### src/rtl/mix_columns_seq_pkg.sv
// Shared AES types, FSM encoding and GF(2^8) helpers for the sequenced MixColumns engine.
package aes_pkg;

    typedef logic [127:0] state_t;
    typedef logic [31:0]  column_t;
    typedef logic [7:0]   byte_t;

    typedef enum logic [1:0] {
        ST_IDLE = 2'd0,
        ST_BUSY = 2'd1,
        ST_DONE = 2'd2
    } mc_fsm_t;

    localparam byte_t AES_POLY_LOW = 8'h1B;

    // Multiply by x in GF(2^8) modulo x^8 + x^4 + x^3 + x + 1.
    function automatic byte_t xtime(input byte_t a);
        return {a[6:0], 1'b0} ^ (a[7] ? AES_POLY_LOW : 8'h00);
    endfunction

    function automatic byte_t mul3(input byte_t a);
        return xtime(a) ^ a;
    endfunction

endpackage

### src/rtl/mix_columns_seq_if.sv
// Input and output valid/ready handshakes of the sequenced MixColumns engine.
interface mix_columns_seq_if;
    import aes_pkg::*;

    logic   in_valid;
    logic   in_ready;
    state_t in_state;
    logic   in_skip;
    logic   out_valid;
    logic   out_ready;
    state_t out_state;

    modport master (
        output in_valid, in_state, in_skip, out_ready,
        input  in_ready, out_valid, out_state
    );

    modport slave (
        input  in_valid, in_state, in_skip, out_ready,
        output in_ready, out_valid, out_state
    );

endinterface

### src/rtl/mix_columns_seq_mix_single_column.sv
// Combinational MixColumns of one 32-bit column; byte 0 is the most significant byte.
module mix_single_column
    import aes_pkg::*;
(
    input  column_t i_col,
    output column_t o_col
);

    byte_t w_a0, w_a1, w_a2, w_a3;
    byte_t w_b0, w_b1, w_b2, w_b3;

    assign {w_a0, w_a1, w_a2, w_a3} = i_col;

    assign w_b0 = xtime(w_a0) ^ mul3(w_a1) ^ w_a2        ^ w_a3;
    assign w_b1 = w_a0        ^ xtime(w_a1) ^ mul3(w_a2) ^ w_a3;
    assign w_b2 = w_a0        ^ w_a1        ^ xtime(w_a2) ^ mul3(w_a3);
    assign w_b3 = mul3(w_a0)  ^ w_a1        ^ w_a2        ^ xtime(w_a3);

    assign o_col = {w_b0, w_b1, w_b2, w_b3};

endmodule

### src/rtl/mix_columns_seq.sv
// Sequenced MixColumns: mixes COLS_PER_CYCLE columns per clock, with a skip bypass for the final round.
module mix_columns_seq
    import aes_pkg::*;
#(
    parameter int COLS_PER_CYCLE = 1
) (
    input logic              clk,
    input logic              rst,
    mix_columns_seq_if.slave io_bus
);

    generate
        if (!(COLS_PER_CYCLE == 1 || COLS_PER_CYCLE == 2 || COLS_PER_CYCLE == 4)) begin : g_bad_cfg
            $fatal(1, "mix_columns_seq: COLS_PER_CYCLE must be 1, 2 or 4");
        end
    endgenerate

    localparam logic [1:0] COL_STEP = 2'(COLS_PER_CYCLE);
    localparam logic [1:0] LAST_IDX = 2'(4 - COLS_PER_CYCLE);

    mc_fsm_t    r_fsm;
    logic [1:0] r_col_idx;
    state_t     r_state;
    state_t     r_out_state;
    logic       r_out_valid;

    logic             w_in_ready;
    logic             w_accept;
    logic             w_last;
    logic [0:3][31:0] w_cols;
    logic [0:3][31:0] w_next_cols;
    state_t           w_next_state;
    logic [1:0]       w_idx   [COLS_PER_CYCLE];
    column_t          w_mixed [COLS_PER_CYCLE];

    // A finished result may be retired and a new state accepted on the same edge.
    assign w_in_ready = (r_fsm == ST_IDLE) | ((r_fsm == ST_DONE) & io_bus.out_ready);
    assign w_accept   = io_bus.in_valid & w_in_ready;
    assign w_last     = (r_col_idx == LAST_IDX);
    assign w_cols     = r_state;

    generate
        for (genvar k = 0; k < COLS_PER_CYCLE; k++) begin : g_mix
            assign w_idx[k] = r_col_idx + 2'(k);
            mix_single_column u_mix (
                .i_col (w_cols[w_idx[k]]),
                .o_col (w_mixed[k])
            );
        end
    endgenerate

    always_comb begin
        w_next_cols = w_cols;
        for (int k = 0; k < COLS_PER_CYCLE; k++) begin
            w_next_cols[w_idx[k]] = w_mixed[k];
        end
    end

    assign w_next_state = w_next_cols;

    always_ff @(posedge clk or posedge rst) begin
        if (rst) begin
            r_fsm       <= ST_IDLE;
            r_col_idx   <= 2'd0;
            r_state     <= '0;
            r_out_state <= '0;
            r_out_valid <= 1'b0;
        end else begin
            case (r_fsm)
                ST_BUSY: begin
                    r_state   <= w_next_state;
                    r_col_idx <= r_col_idx + COL_STEP;
                    if (w_last) begin
                        r_col_idx   <= 2'd0;
                        r_out_state <= w_next_state;
                        r_out_valid <= 1'b1;
                        r_fsm       <= ST_DONE;
                    end
                end
                default: begin
                    if ((r_fsm == ST_DONE) && io_bus.out_ready) begin
                        r_out_valid <= 1'b0;
                        r_fsm       <= ST_IDLE;
                    end
                    // Accepting from DONE implies out_ready, so this overrides the retire above.
                    if (w_accept) begin
                        if (io_bus.in_skip) begin
                            r_out_state <= io_bus.in_state;
                            r_out_valid <= 1'b1;
                            r_fsm       <= ST_DONE;
                        end else begin
                            r_state     <= io_bus.in_state;
                            r_col_idx   <= 2'd0;
                            r_fsm       <= ST_BUSY;
                        end
                    end
                end
            endcase
        end
    end

    assign io_bus.in_ready  = w_in_ready;
    assign io_bus.out_valid = r_out_valid;
    assign io_bus.out_state = r_out_state;

endmodule

### src/flat_wrapper.sv
// flat-port wrapper written by rule: the top's interface ports become plain ports
module mix_columns_seq_flat import aes_pkg::*;
#(
    parameter int COLS_PER_CYCLE = 1
)
  (clk, rst, io_bus_in_valid, io_bus_in_state, io_bus_in_skip, io_bus_out_ready, io_bus_in_ready, io_bus_out_valid, io_bus_out_state);
  mix_columns_seq_if io_bus_i ();
  input logic clk;
  input logic rst;
  input wire logic [$bits(io_bus_i.in_valid)-1:0] io_bus_in_valid;
  input wire logic [$bits(io_bus_i.in_state)-1:0] io_bus_in_state;
  input wire logic [$bits(io_bus_i.in_skip)-1:0] io_bus_in_skip;
  input wire logic [$bits(io_bus_i.out_ready)-1:0] io_bus_out_ready;
  output wire logic [$bits(io_bus_i.in_ready)-1:0] io_bus_in_ready;
  output wire logic [$bits(io_bus_i.out_valid)-1:0] io_bus_out_valid;
  output wire logic [$bits(io_bus_i.out_state)-1:0] io_bus_out_state;
  assign io_bus_i.in_valid = io_bus_in_valid;
  assign io_bus_i.in_state = io_bus_in_state;
  assign io_bus_i.in_skip = io_bus_in_skip;
  assign io_bus_i.out_ready = io_bus_out_ready;
  assign io_bus_in_ready = io_bus_i.in_ready;
  assign io_bus_out_valid = io_bus_i.out_valid;
  assign io_bus_out_state = io_bus_i.out_state;
  mix_columns_seq #(.COLS_PER_CYCLE(COLS_PER_CYCLE)) u_core (.clk(clk), .rst(rst), .io_bus(io_bus_i));
endmodule
### config.mk
export PLATFORM = sky130hd
export DESIGN_NAME = mix_columns_seq_flat
export DESIGN_NICKNAME = d
export VERILOG_FILES = /design/src/rtl/mix_columns_seq_pkg.sv /design/src/rtl/mix_columns_seq_if.sv /design/src/rtl/mix_columns_seq_mix_single_column.sv /design/src/rtl/mix_columns_seq.sv /design/src/flat_wrapper.sv
export SDC_FILE = /design/constraint.sdc
export NUM_CORES = 1
export LEC_CHECK = 0
export CORE_MARGIN = 4
export CORE_UTILIZATION = 49
export CTS_CLUSTER_DIAMETER = 50
export CTS_CLUSTER_SIZE = 28
export DETAILED_ROUTE_END_ITERATION = 6
export PLACE_DENSITY = 0.85
export SYNTH_ARGS = -nofsm -noshare
export SYNTH_HDL_FRONTEND = slang
export SYNTH_SLANG_ARGS = --single-unit
### constraint.sdc
create_clock -name clk -period 9.4 [get_ports clk]
set_clock_uncertainty 0.15 [all_clocks]
set_input_delay 1.88 -clock clk [delete_from_list [all_inputs] [get_ports clk]]
set_output_delay 1.88 -clock clk [all_outputs]
set_load 0.02 [all_outputs]
==> out/results.tsv <==
stage	metric	value	unit
setup_path	cp-end-kind	output port	
setup_path	crit_path_frequent_cell	clkdlybuf4s50_1	
timing	fin_ws	3.84	ns
yosys	yosys_warnings	0	
setup_path	critPathMaxStageDelay	0.56	ns
floorplanning	die_area	0.0337	mm2
timing	timing.final.crit_share	0.591	
timing	hold_violations	0	
clock_network	clockBufferDepth	3	
timing	worstMarginPinSlew	1.30	ns
clock_network	cts_resized	0	
yosys	synth_area_per_cell	10.6	um2
job	max_cap_violations	0	
yosys	yosysUniqueCellTypes	50	
routing	wl_per_cell	26.5	um
floorplanning	rows	64	
global_route	grt_pass1_wl	80.4	mm
setup_path	crit_path_start_kind	input port	
floorplanning	num_io_pins	263	
setup_path	slowest_stage	clkdlybuf4s50_1	
setup_path	critPathBufInv	3	
hold_path	worstHoldPathType	reg -> reg	
floorplanning	start_util	0.495	
global_route	grt_pass1_vias	13600	
layout	utilization	0.616	
clock_network	numClockSinks	261	
clock_network	cts-root-buf	clkbuf_16	
floorplanning	die-height	184	um
global_route	overflow	0	
status	status	completed	
layout	drive_above_1_share	0.108	
global_route	grt_antenna_before_repair	1	
yosys	seq_area_frac_synth	0.432	
timing	slew_headroom	0.129	
yosys	synth_compound_area_frac	0.176	
setup_path	crit_type	in -> out	
setup_path	path_delay_family	buffers and inverters	
clock_network	hold_buffers	0	
yosys	synthXorXnorAreaFrac	0.0873	
routing	viasPerCell	6.82	
yosys	synth_fa_ha_area_frac	0.00331	
global_route	grt_max_degree	152	
placed_design	port_buffers	262	
layout	fill_cells	2379	
routing	post-route-drc-count	0	
placed_design	place_area	0.0178	mm2
timing	setup_viol	0	
timing	finalSetupTns	0	ns
timing	max_freq	0.180	GHz
routing	drtIter0Drc	2118	
clock_network	clk_pin_slew	0.08	ns
setup_path	cp.required	7.37	ns
timing	slew_viol_final	0	
yosys	synth_simple_gate_area_frac	0.107	
yosys	netlist_instances	1420	
layout	area_growth_syn_to_layout	24.3	%
routing	first_pass_iters	5	
yosys	ys_ff_latch	261	
layout	final_area	0.0188	mm2
placed_design	place_congestion	0.901	
global_route	met1_usage	0.408	
setup_path	crit_fanout	25	
floorplanning	die_w	184	um
yosys	synth_top_family_by_area	compound AO/OA/AOI/OAI gates	
timing	fin_crit	5.56	ns
global_route	gr-usage-met3	0.0817	
placed_design	hpwl	34.5	mm
setup_path	crit_path_cell_trace	clkdlybuf4s50_1 > nor2b_4 > buf_4 > nor2_1 > clkdlybuf4s50_1	
layout	final_nets	1733	
yosys	syn-num-nets	1557	
clock_network	cts_made_buffers	27	
timing	rsz0062_at_grt	false	
yosys	synthMuxAreaShare	0.141	
global_route	track_usage	0.304	
routing	wirelength	53.2	mm
global_route	top_usage_layer	met2	
floorplanning	core_area	0.0305	mm2
routing	num_vias	13700	
clock_network	cts_setup_buffers	0	
global_route	grt_use_met2	0.468	
yosys	syn_area	0.0151	mm2
routing	postRouteAntennaNets	0	
clock_network	worstSkewPairLatency	0.56	ns
placed_design	post-place-ws	3.84	ns
clock_network	htreeDepth	1	
layout	n_antenna_cell	0	
setup_path	arrival	3.53	ns
clock_network	cts_tree	yes	
tightest hold or removal path, stage by stage, from the launching register on:
cell	delay (ns)
dfrtp_1	0.36
mux2i_1	0.07
o21ai_0	0.07
routing by layer:
| layer | vias up | wire length, um |
|---|---|---|
| li1 | 5699 | - |
| met1 | 6640 | 19500 |
| met2 | 1170 | 23900 |
| met3 | 215 | 7350 |
| met4 | 0 | 2510 |
| met5 | - | 0 |
logic make-up (layout without fill, tap and decap cells):
logic type / count (synthesis) / in the layout
AO/OA/AOI/OAI: 406 / 406
AND/OR/NAND/NOR: 337 / 337
flip-flops: 261 / 261
buffers and inverters: 177 / 372
multiplexers: 164 / 164
XOR/XNOR: 71 / 71
adder cells (fa/ha/maj): 4 / 4
registers in the layout, summed over array words and instances, names as in the netlist:
register	count
u_core.r_state	128
u_core.io_bus.out_state	128
u_core.r_fsm	2
u_core.io_bus.out_valid	1
u_core.r_col_idx	2
cell usage in the layout, fill, tap and decap left out, types with 5 or more instances in the layout:
cell	instances
nor3_1	80
o22ai_1	92
nor4_1	60
nor2b_1	12
mux4_1	8
xnor3_1	34
dfrtp_1	259
mux2_2	48
a211oi_2	8
nand2_1	40
o21ai_0	14
inv_12	5
xor3_1	8
mux2i_1	84
buf_4	19
a211oi_1	72
xor2_1	9
clkdlybuf4s50_1	262
and2_1	6
a21oi_1	80
a31oi_1	72
clkbuf_16	27
xnor2_1	12
mux4_2	22
nor2_1	123
o21bai_1	60
inv_1	41
metrics by stage:
step | hold WS [ns] | cells
floorplan | 0.323 | 1420
global placement | 0.348 | 1963
detailed placement | 0.348 | 1963
CTS | 0.380 | 2011
global route | 0.414 | 2011
finish | 0.387 | 2011
cell usage after synthesis (all sizes together):
| master | instances | area (um2) |
|---|---|---|
| inv | 42 | 158 |
| mux4 | 32 | 756 |
| dlygate4sd1 | 4 | 35.0 |
| a22oi | 1 | 7.51 |
| nand2 | 41 | 154 |
| o31ai | 1 | 7.51 |
| ha | 4 | 50.1 |
| and2 | 6 | 37.5 |
| o22ai | 92 | 576 |
| dlygate4sd3 | 1 | 10.0 |
| o32ai | 1 | 8.76 |
| a211oi | 80 | 641 |
| nor2 | 123 | 462 |
| a221oi | 3 | 26.3 |
| nor3b | 3 | 22.5 |
| nor4 | 60 | 375 |
| a21oi | 80 | 400 |
| dlymetal6s4s | 1 | 12.5 |
| buf | 14 | 103 |
| mux2 | 48 | 541 |
| xnor3 | 36 | 813 |
| and3 | 2 | 15.0 |
| nand3b | 1 | 7.51 |
| a31oi | 72 | 450 |
| nand2b | 3 | 18.8 |
| a21o | 1 | 7.51 |
| o31a | 1 | 8.76 |
| xnor2 | 18 | 236 |
| mux2i | 84 | 841 |
| or3 | 1 | 6.26 |
| nor2b | 14 | 87.6 |
| and3b | 3 | 26.3 |
| nor3 | 80 | 400 |
| o21ai | 14 | 70.1 |
| dfrtp | 261 | 6530 |
| o21bai | 60 | 450 |
| xor3 | 8 | 190 |
| xor2 | 9 | 78.8 |
| clkbuf | 115 | 492 |
path summary, 6_finish.rpt:
path | end | depth (start not counted) | slack, ns | start
max | io_bus_in_ready | 5 | 3.84 | io_bus_out_ready
min | u_core.r_state[25] | 2 | 0.39 | u_core.r_state[25]
max reg2reg | u_core.io_bus.out_state[91] | 7 | 4.63 | u_core.r_col_idx[0]
min reg2reg | u_core.r_state[25] | 2 | 0.39 | u_core.r_state[25]
max in group asynchronous | u_core.io_bus.out_state[18] | 3 | 6.05 | rst
min in group asynchronous | u_core.io_bus.out_state[89] | 2 | 1.68 | rst
area by class of cell:
type                       instances  area (um2)  share of cell area
inverter                          42         165             0.00879
tap                              396         495              0.0264
sequential                       261        6530               0.348
timing repair buffer             282        2790               0.148
multi-input combinational        982        7860               0.418
clock buffer                      30         707              0.0376
clock inverter                    18         236              0.0126
Power is left out: the tool's default activity adds up to more than one toggle a clock period on the data nets, which glitch-free logic cannot reach.
